<file path="src/rtl/uart_pkg.sv">
// uart_pkg: shared FSM state types and framing constants for the UART transceiver
package uart_pkg;
  localparam int DATA_BITS = 8;
  localparam logic IDLE_LEVEL = 1'b1;
  typedef enum logic [1:0] {TX_IDLE, TX_START, TX_DATA, TX_STOP} tx_state_t;
  typedef enum logic [1:0] {RX_IDLE, RX_START, RX_DATA, RX_STOP} rx_state_t;
endpackage

</file>
<file path="src/rtl/uart_bit_timer.sv">
// uart_bit_timer: bit-period down-counter, reloads while stopped and on every wrap
module uart_bit_timer #(
  parameter int CLK_PER_BIT = 87
) (
  input  logic clk,
  input  logic rst,
  input  logic run,
  output logic bit_tick,
  output logic half_tick
);
  localparam int W = $clog2(CLK_PER_BIT);
  localparam logic [W-1:0] TOP = W'(CLK_PER_BIT - 1);
  localparam logic [W-1:0] MID = W'(CLK_PER_BIT - CLK_PER_BIT / 2);
  logic [W-1:0] cnt;
  always_ff @(posedge clk)
    if (!rst || !run || cnt == '0) cnt <= TOP;
    else cnt <= cnt - 1'b1;
  // half_tick lands CLK_PER_BIT/2 cycles into each running period
  assign bit_tick  = cnt == '0;
  assign half_tick = cnt == MID;
endmodule

</file>
<file path="src/rtl/uart_transceiver.sv">
// uart_transceiver: 8N1 UART TX/RX pair; define UART_FRAME_ERR_EN to add the rx_frame_err pulse
module uart_transceiver
  import uart_pkg::*;
#(
  parameter int CLK_PER_BIT = 87
) (
  input  logic       clk,
  input  logic       rst,
  input  logic       tx_start,
  input  logic [7:0] tx_data,
  output logic       tx,
  output logic       tx_busy,
  input  logic       rx,
  output logic [7:0] rx_data,
  output logic       rx_done
`ifdef UART_FRAME_ERR_EN
  ,
  output logic       rx_frame_err
`endif
);
  tx_state_t tx_state;
  rx_state_t rx_state;
  logic [DATA_BITS-1:0] tx_sh, rx_sh;
  logic [2:0] tx_cnt, rx_cnt;
  logic tx_tick, tx_half_unused, rx_half, rx_bit_unused;
  logic rx_s1, rx_s2;
  uart_bit_timer #(.CLK_PER_BIT(CLK_PER_BIT)) u_tx_timer (
    .clk(clk), .rst(rst), .run(tx_state != TX_IDLE),
    .bit_tick(tx_tick), .half_tick(tx_half_unused)
  );
  uart_bit_timer #(.CLK_PER_BIT(CLK_PER_BIT)) u_rx_timer (
    .clk(clk), .rst(rst), .run(rx_state != RX_IDLE),
    .bit_tick(rx_bit_unused), .half_tick(rx_half)
  );
  always_ff @(posedge clk)
    if (!rst) begin
      tx_state <= TX_IDLE;
      tx       <= IDLE_LEVEL;
      tx_busy  <= 1'b0;
      tx_sh    <= '0;
      tx_cnt   <= '0;
    end else
      case (tx_state)
        TX_IDLE:
          if (tx_start) begin
            tx_state <= TX_START;
            tx_sh    <= tx_data;
            tx       <= 1'b0;
            tx_busy  <= 1'b1;
          end
        TX_START:
          if (tx_tick) begin
            tx_state <= TX_DATA;
            tx       <= tx_sh[0];
          end
        TX_DATA:
          if (tx_tick) begin
            tx_sh  <= tx_sh >> 1;
            tx_cnt <= tx_cnt + 3'd1;
            tx     <= tx_cnt == 3'(DATA_BITS - 1) ? IDLE_LEVEL : tx_sh[1];
            if (tx_cnt == 3'(DATA_BITS - 1)) tx_state <= TX_STOP;
          end
        TX_STOP:
          if (tx_tick) begin
            tx_state <= TX_IDLE;
            tx_busy  <= 1'b0;
          end
      endcase
  // every receive decision looks only at the synchronised rx_s2
  always_ff @(posedge clk)
    if (!rst) begin
      rx_s1    <= IDLE_LEVEL;
      rx_s2    <= IDLE_LEVEL;
      rx_state <= RX_IDLE;
      rx_sh    <= '0;
      rx_cnt   <= '0;
      rx_data  <= '0;
      rx_done  <= 1'b0;
`ifdef UART_FRAME_ERR_EN
      rx_frame_err <= 1'b0;
`endif
    end else begin
      rx_s1   <= rx;
      rx_s2   <= rx_s1;
      rx_done <= 1'b0;
`ifdef UART_FRAME_ERR_EN
      rx_frame_err <= 1'b0;
`endif
      case (rx_state)
        RX_IDLE: if (rx_s2 != IDLE_LEVEL) rx_state <= RX_START;
        RX_START: if (rx_half) rx_state <= rx_s2 == IDLE_LEVEL ? RX_IDLE : RX_DATA;
        RX_DATA:
          if (rx_half) begin
            rx_sh  <= {rx_s2, rx_sh[DATA_BITS-1:1]};
            rx_cnt <= rx_cnt + 3'd1;
            if (rx_cnt == 3'(DATA_BITS - 1)) rx_state <= RX_STOP;
          end
        RX_STOP:
          if (rx_half) begin
            rx_state <= RX_IDLE;
            rx_done  <= rx_s2 == IDLE_LEVEL;
            if (rx_s2 == IDLE_LEVEL) rx_data <= rx_sh;
`ifdef UART_FRAME_ERR_EN
            rx_frame_err <= rx_s2 != IDLE_LEVEL;
`endif
          end
      endcase
    end
endmodule

</file>
<file path="config.mk">
export PLATFORM = sky130hd
export DESIGN_NAME = uart_transceiver
export DESIGN_NICKNAME = d
export VERILOG_FILES = /design/src/rtl/uart_pkg.sv /design/src/rtl/uart_bit_timer.sv /design/src/rtl/uart_transceiver.sv
export SDC_FILE = /design/constraint.sdc
export NUM_CORES = 1
export LEC_CHECK = 0
export CORE_MARGIN = 5
export CORE_UTILIZATION = 31
export CTS_BUF_LIST = sky130_fd_sc_hd__clkbuf_2
export CTS_CLUSTER_DIAMETER = 60
export DETAILED_ROUTE_END_ITERATION = 10
export HOLD_SLACK_MARGIN = 0.03
export SKIP_CTS_REPAIR_TIMING = 1
export SYNTH_ARGS = -nofsm -noshare
export SYNTH_HDL_FRONTEND = slang
export SYNTH_HIERARCHICAL = 1
export SYNTH_SLANG_ARGS = --single-unit
</file>
<file path="constraint.sdc">
create_clock -name clk -period 2.7 [get_ports clk]
set_input_delay 0.675 -clock clk [delete_from_list [all_inputs] [get_ports clk]]
set_output_delay 0.675 -clock clk [all_outputs]
set_load 0.02 [all_outputs]
</file>
## After elaboration in Yosys (flattened, before gate mapping)

Cells that the tools add are included.

- Bits in registers: 53
- Output and inout bits: 11
- Word-level logic and storage cells: 86

- Add/subtract/negate cells: 4
- Eq/ne operators: 19
- Muxes and demuxes: 24
- Reduce and logical (&&, ||, !) cells: 25

Operator list:

| cell | number |
|---|---|
| 2-bit two-way mux | 11 |
| 2-bit != test, second input constant | 10 |
| 8-bit two-way mux | 2 |
| 2-bit case mux with 4 select lines | 2 |
| 8-bit case mux with 2 select lines | 1 |
| 7-bit zero test | 2 |
| 7-bit by 1-bit subtractor with 7-bit output, second input constant | 2 |
| 3-bit AND reduction | 4 |
| 5-bit AND reduction | 2 |
| 2-bit equality test, second input constant | 4 |
| 2-bit nonzero test | 4 |
| 7-bit by 6-bit equality test with 1-bit output, second input constant | 1 |
| 3-bit by 1-bit adder with 3-bit output, second input constant | 2 |
| 3-bit equality test, second input constant | 2 |
| 1-bit two-way mux | 6 |
| 2-bit by 1-bit equality test with 1-bit output, second input constant | 2 |
| 2-bit zero test | 2 |
| 1-bit logical OR | 4 |
| 2-bit AND reduction | 2 |
| 4-bit AND reduction | 1 |
| 1-bit zero test | 3 |
| 1-bit case mux with 3 select lines | 1 |
| 3-bit nonzero test | 1 |
| 1-bit case mux with 2 select lines | 1 |

## Longest topological paths before layout

- Depth after elaboration: 4
- Depth in mapped cells: 9

## Cells and area by module

The synthesis kept the hierarchy.

Modules (own cells, without submodules):

| module | times used | cells each | area each (sq um) |
|---|---|---|---|
| uart_transceiver | 1 | 183 | 1,756.7 |
| uart_bit_timer | 2 | 34 | 306.5 |

## Least setup slack after synthesis

Ideal clock, no wire load.

- Path type: reg-to-reg
- From: reg u_tx_timer.cnt[0]
- To: reg tx_sh[2]
- Data arrival time: 2,023 ps
- Data required time: 2,561 ps
- Setup slack: 538 ps
- Stages on the path, launching flop included: 10
- Buffers on the path: 2
- Clock period less this slack: 2,162 ps
- Path through: dfxtp_1 inv_1 ha_1 or3b_2 nor2_1 nand2b_1 buf_2 and3_4 buf_6 a211oi_2

- Cells in the longest elaborated chain, start to end: 3

RTL lines:

| element | line | RTL |
|---|---|---|
| from (decl) | uart_bit_timer.sv:14 | `logic [W-1:0] cnt;` |
| from (signal assigned) | uart_bit_timer.sv:17 | `else cnt <= cnt - 1'b1;` |
| 7-bit zero test | uart_bit_timer.sv:19 | `assign bit_tick = cnt == '0;` |
| via tx_tick | uart_transceiver.sv:25 | `logic tx_tick, tx_half_unused, rx_half, rx_bit_unused;` |
| 2-bit != test (no source line) | -- |  |
| 3-bit AND reduction (no source line) | -- |  |
| to (signal assigned) | uart_transceiver.sv:47 | `tx_sh <= tx_data;` |
| to (signal assigned) | uart_transceiver.sv:58 | `tx_sh <= tx_sh >> 1;` |
| to (decl) | uart_transceiver.sv:23 | `logic [DATA_BITS-1:0] tx_sh, rx_sh;` |

The timed path passes the listed nets, and every way through them passes these cells.
A chain may end at the register's enable or synchronous reset.

## Worst setup path in the final report

- From: reg u_rx_timer.cnt[0]
- To: reg rx_data[0]

- Cells in the longest elaborated chain, start to end: 2

RTL lines:

| element | line | RTL |
|---|---|---|
| from (decl) | uart_bit_timer.sv:14 |  |
| from (signal assigned) | uart_bit_timer.sv:17 |  |
| 7-bit by 6-bit equality test with 1-bit output | uart_bit_timer.sv:20 | `assign half_tick = cnt == MID;` |
| via rx_half | uart_transceiver.sv:25 |  |
| 3-bit AND reduction (no source line) | -- |  |
| to (signal assigned) | uart_transceiver.sv:102 | `if (rx_s2 == IDLE_LEVEL) rx_data <= rx_sh;` |
| to (decl) | uart_transceiver.sv:14 | `output logic [7:0] rx_data,` |

The timed path passes the listed nets, and every way through them passes these cells.

==> summary.txt <==
Global route
  • Gr usage total: 9.57%
  • Global-route wire length before repair: 7.61 mm
  • Pin count of the biggest net entering global routing: 35
  • Antenna violations before repair: 0
  • Vias in the first global route: 1711
  • GRT overflow: 0

Clock network
  • Clock root buffer: clkbuf_2
  • CTS H-tree lvls: 2
  • Clock Latency Late Sink: 0.44 ns
  • Total CTS buffers: 5
  • Clock Tree Buf Depth: 2
  • CTS Sinks: 53
  • Clk slew on worst S/H paths: 0.27 ns
  • CTS tree: built

Worst setup path
  • WP data arrival: around 2.6 ns
  • Startpoint Class: register
  • CP max stage cell: or3b_2
  • Cells along the critical path: inv_1 > ha_1 > or3b_2 > nor2_1 > nand4_1 > nand2_1 > a21oi_1
  • CP endpoint kind: register
  • Crit Path Class: reg -> reg
  • Critical path fanouts, max: 9
  • WP data required: roughly 3 ns
  • Crit path largest cell delay: 0.50 ns
  • CP delay by family, top: simple AND/OR/NAND/NOR gates
  • Worst path bufs/invs: 1

Yosys
  • Avg Cell Area, Syn: 9.48 um^2
  • Post-Synthesis Net Count: approximately 270
  • Synth Cell Area: 2360 um^2
  • YS warnings: 6
  • Cells after Synth: 249

Routing
  • M1 WL: between 2 and 2.5 mm
  • DR iter-0 viols: 40
  • Met3 Routed Length: 162 um
  • Drt first pass iters: 4
  • WL met2: 1.88 mm
  • DR vias: 1767
  • Routed WL: 4.30 mm
  • DR WL/cell: 11.5 um
  • Post-route DRC: 0
  • Top sig layer: met4
  • Via density: approximately 4.7
  • Post-route ant nets: 0

Floorplan
  • Initial Util: 32.2%
  • Core area: 7330 um^2
  • Die footprint: roughly 9500 um^2
  • # IOs: 23
  • Die X: 97.3 um
  • Die H: between 90 and 100 um
  • Row cnt: 31

Timing
  • Slew @ Worst Pin: 0.429 ns
  • Rel. slew slack: between 70% and 80%
  • Min cycle time layout: 2.21 ns
  • Clk_skew: 0.0120 ns
  • Final setup violation count: 0
  • Hold Vio Cnt, Final: 0
  • RSZ-0062 raised after global routing: false
  • Fin. max-slew vios: 0
  • Max frequency: around 0.45 GHz
  • Setup TNS: 0 ns
  • Fin crit share: 81.8%

Place
  • Area post-placement: approximately 2700 um^2
  • RePlAce Congestion: 0.773
  • DP HPWL: 2.97 mm
  • Port bufs: 22

Power
  • Worst vdd ir: roughly 0.27 mV
  • Static leakage: 1.05 nW
  • PwrDens: 693 nW/um^2

Min path
  • Hold Crit Class: reg -> reg

Final layout
  • Area of the multi-input gates: around 1200 um^2
  • P&R area growth vs syn: 16.7%
  • Fraction of layout cells with a size suffix above 1: 10.9%
  • Storage element area: 1060 um^2
  • # nets final: 297
  • Final non-filler cell area: around 2800 um^2
  • Final Util: a little under two fifths
  • FILL cells: approximately 740
  • Antenna diodes: 0

Job
  • Reported max-cap violation count: 0

Outcome
  • Status: finished clean
power breakdown:
part,internal (W),switching [W]
Clock,0.000158,0.000257
Sequential,0.000865,0.0000569
Combinational,0.000267,0.000306
Total,0.00129,0.000619
final timing paths:
path | from | endpoint | slack, ns | depth (start not counted)
max | u_rx_timer/cnt[0] | rx_data[0] | 0.49 | 7
max reg2reg | u_rx_timer/cnt[0] | rx_data[0] | 0.49 | 7
min reg2reg | rx_s1 | rx_s2 | 0.45 | 1
min | rx_s1 | rx_s2 | 0.45 | 1
cell usage in the layout, fill, tap and decap left out, types with 2 or more instances in the layout:
cell type        instances
dfxtp_1                 53
nand2_1                 32
nor2_1                  23
clkdlybuf4s50_1         22
mux2i_1                 19
a21oi_1                 15
ha_1                    12
inv_1                    8
nand2b_1                 7
a31oi_1                  7
a211oi_2                 7
o21ai_0                  7
clkbuf_2                 5
buf_4                    5
o21a_1                   4
nand3_1                  4
xnor2_1                  4
nand3b_1                 3
or2_2                    2
xor2_1                   2
or3_2                    2
or3b_2                   2
and2_1                   2
nor3b_1                  2
o31ai_1                  2
or4_4                    2
or3_1                    2
routing by layer:
metal  GRT usage, %  vias up
met4           3.83        0
met5              0        -
met1           12.4      820
met2           15.1       27
met3           2.58        6
li1               -      914
metrics by stage:
step / power, W / hold slack (ns) / setup slack, ns / cells
after global routing: 0.00205 / 0.500 / 0.270 / 373
after floorplan: 0.00143 / 0.386 / 0.555 / 249
after detailed placement: 0.00151 / 0.403 / 0.502 / 365
after global placement: 0.00151 / 0.407 / 0.536 / 365
final: 0.00191 / 0.452 / 0.492 / 373
after CTS: 0.00194 / 0.461 / 0.476 / 373
flip-flops by register name (all words and copies together), names as in the netlist, named ones only:
signal / count
rx_done: 1
rx_data: 8
tx_busy: 1
rx_state: 1
tx_state: 2
rx_sh: 8
u_rx_timer/cnt: 7
tx: 1
rx_s1: 1
tx_sh: 8
u_tx_timer/cnt: 7
rx_s2: 1
rx_cnt: 3
tx_cnt: 3
worst reg2reg max path, stage by stage (launching register included):
cell	delay [ns]
dfxtp_1	0.40
inv_1	0.06
ha_1	0.20
or3b_2	0.50
nor2_1	0.29
nand4_1	0.42
nand2_1	0.19
a21oi_1	0.08
layout make-up:
cell class | count | share of cell area, %
clock inverters | 3 | 1.68
inverters | 9 | 1.23
well taps | 99 | 4.49
repair buffers | 27 | 9.35
multi-input cells | 177 | 43.8
flip-flops and latches | 53 | 38.5
clock buffers | 5 | 0.908
No activity file was read; power rests on OpenSTA's default activity.
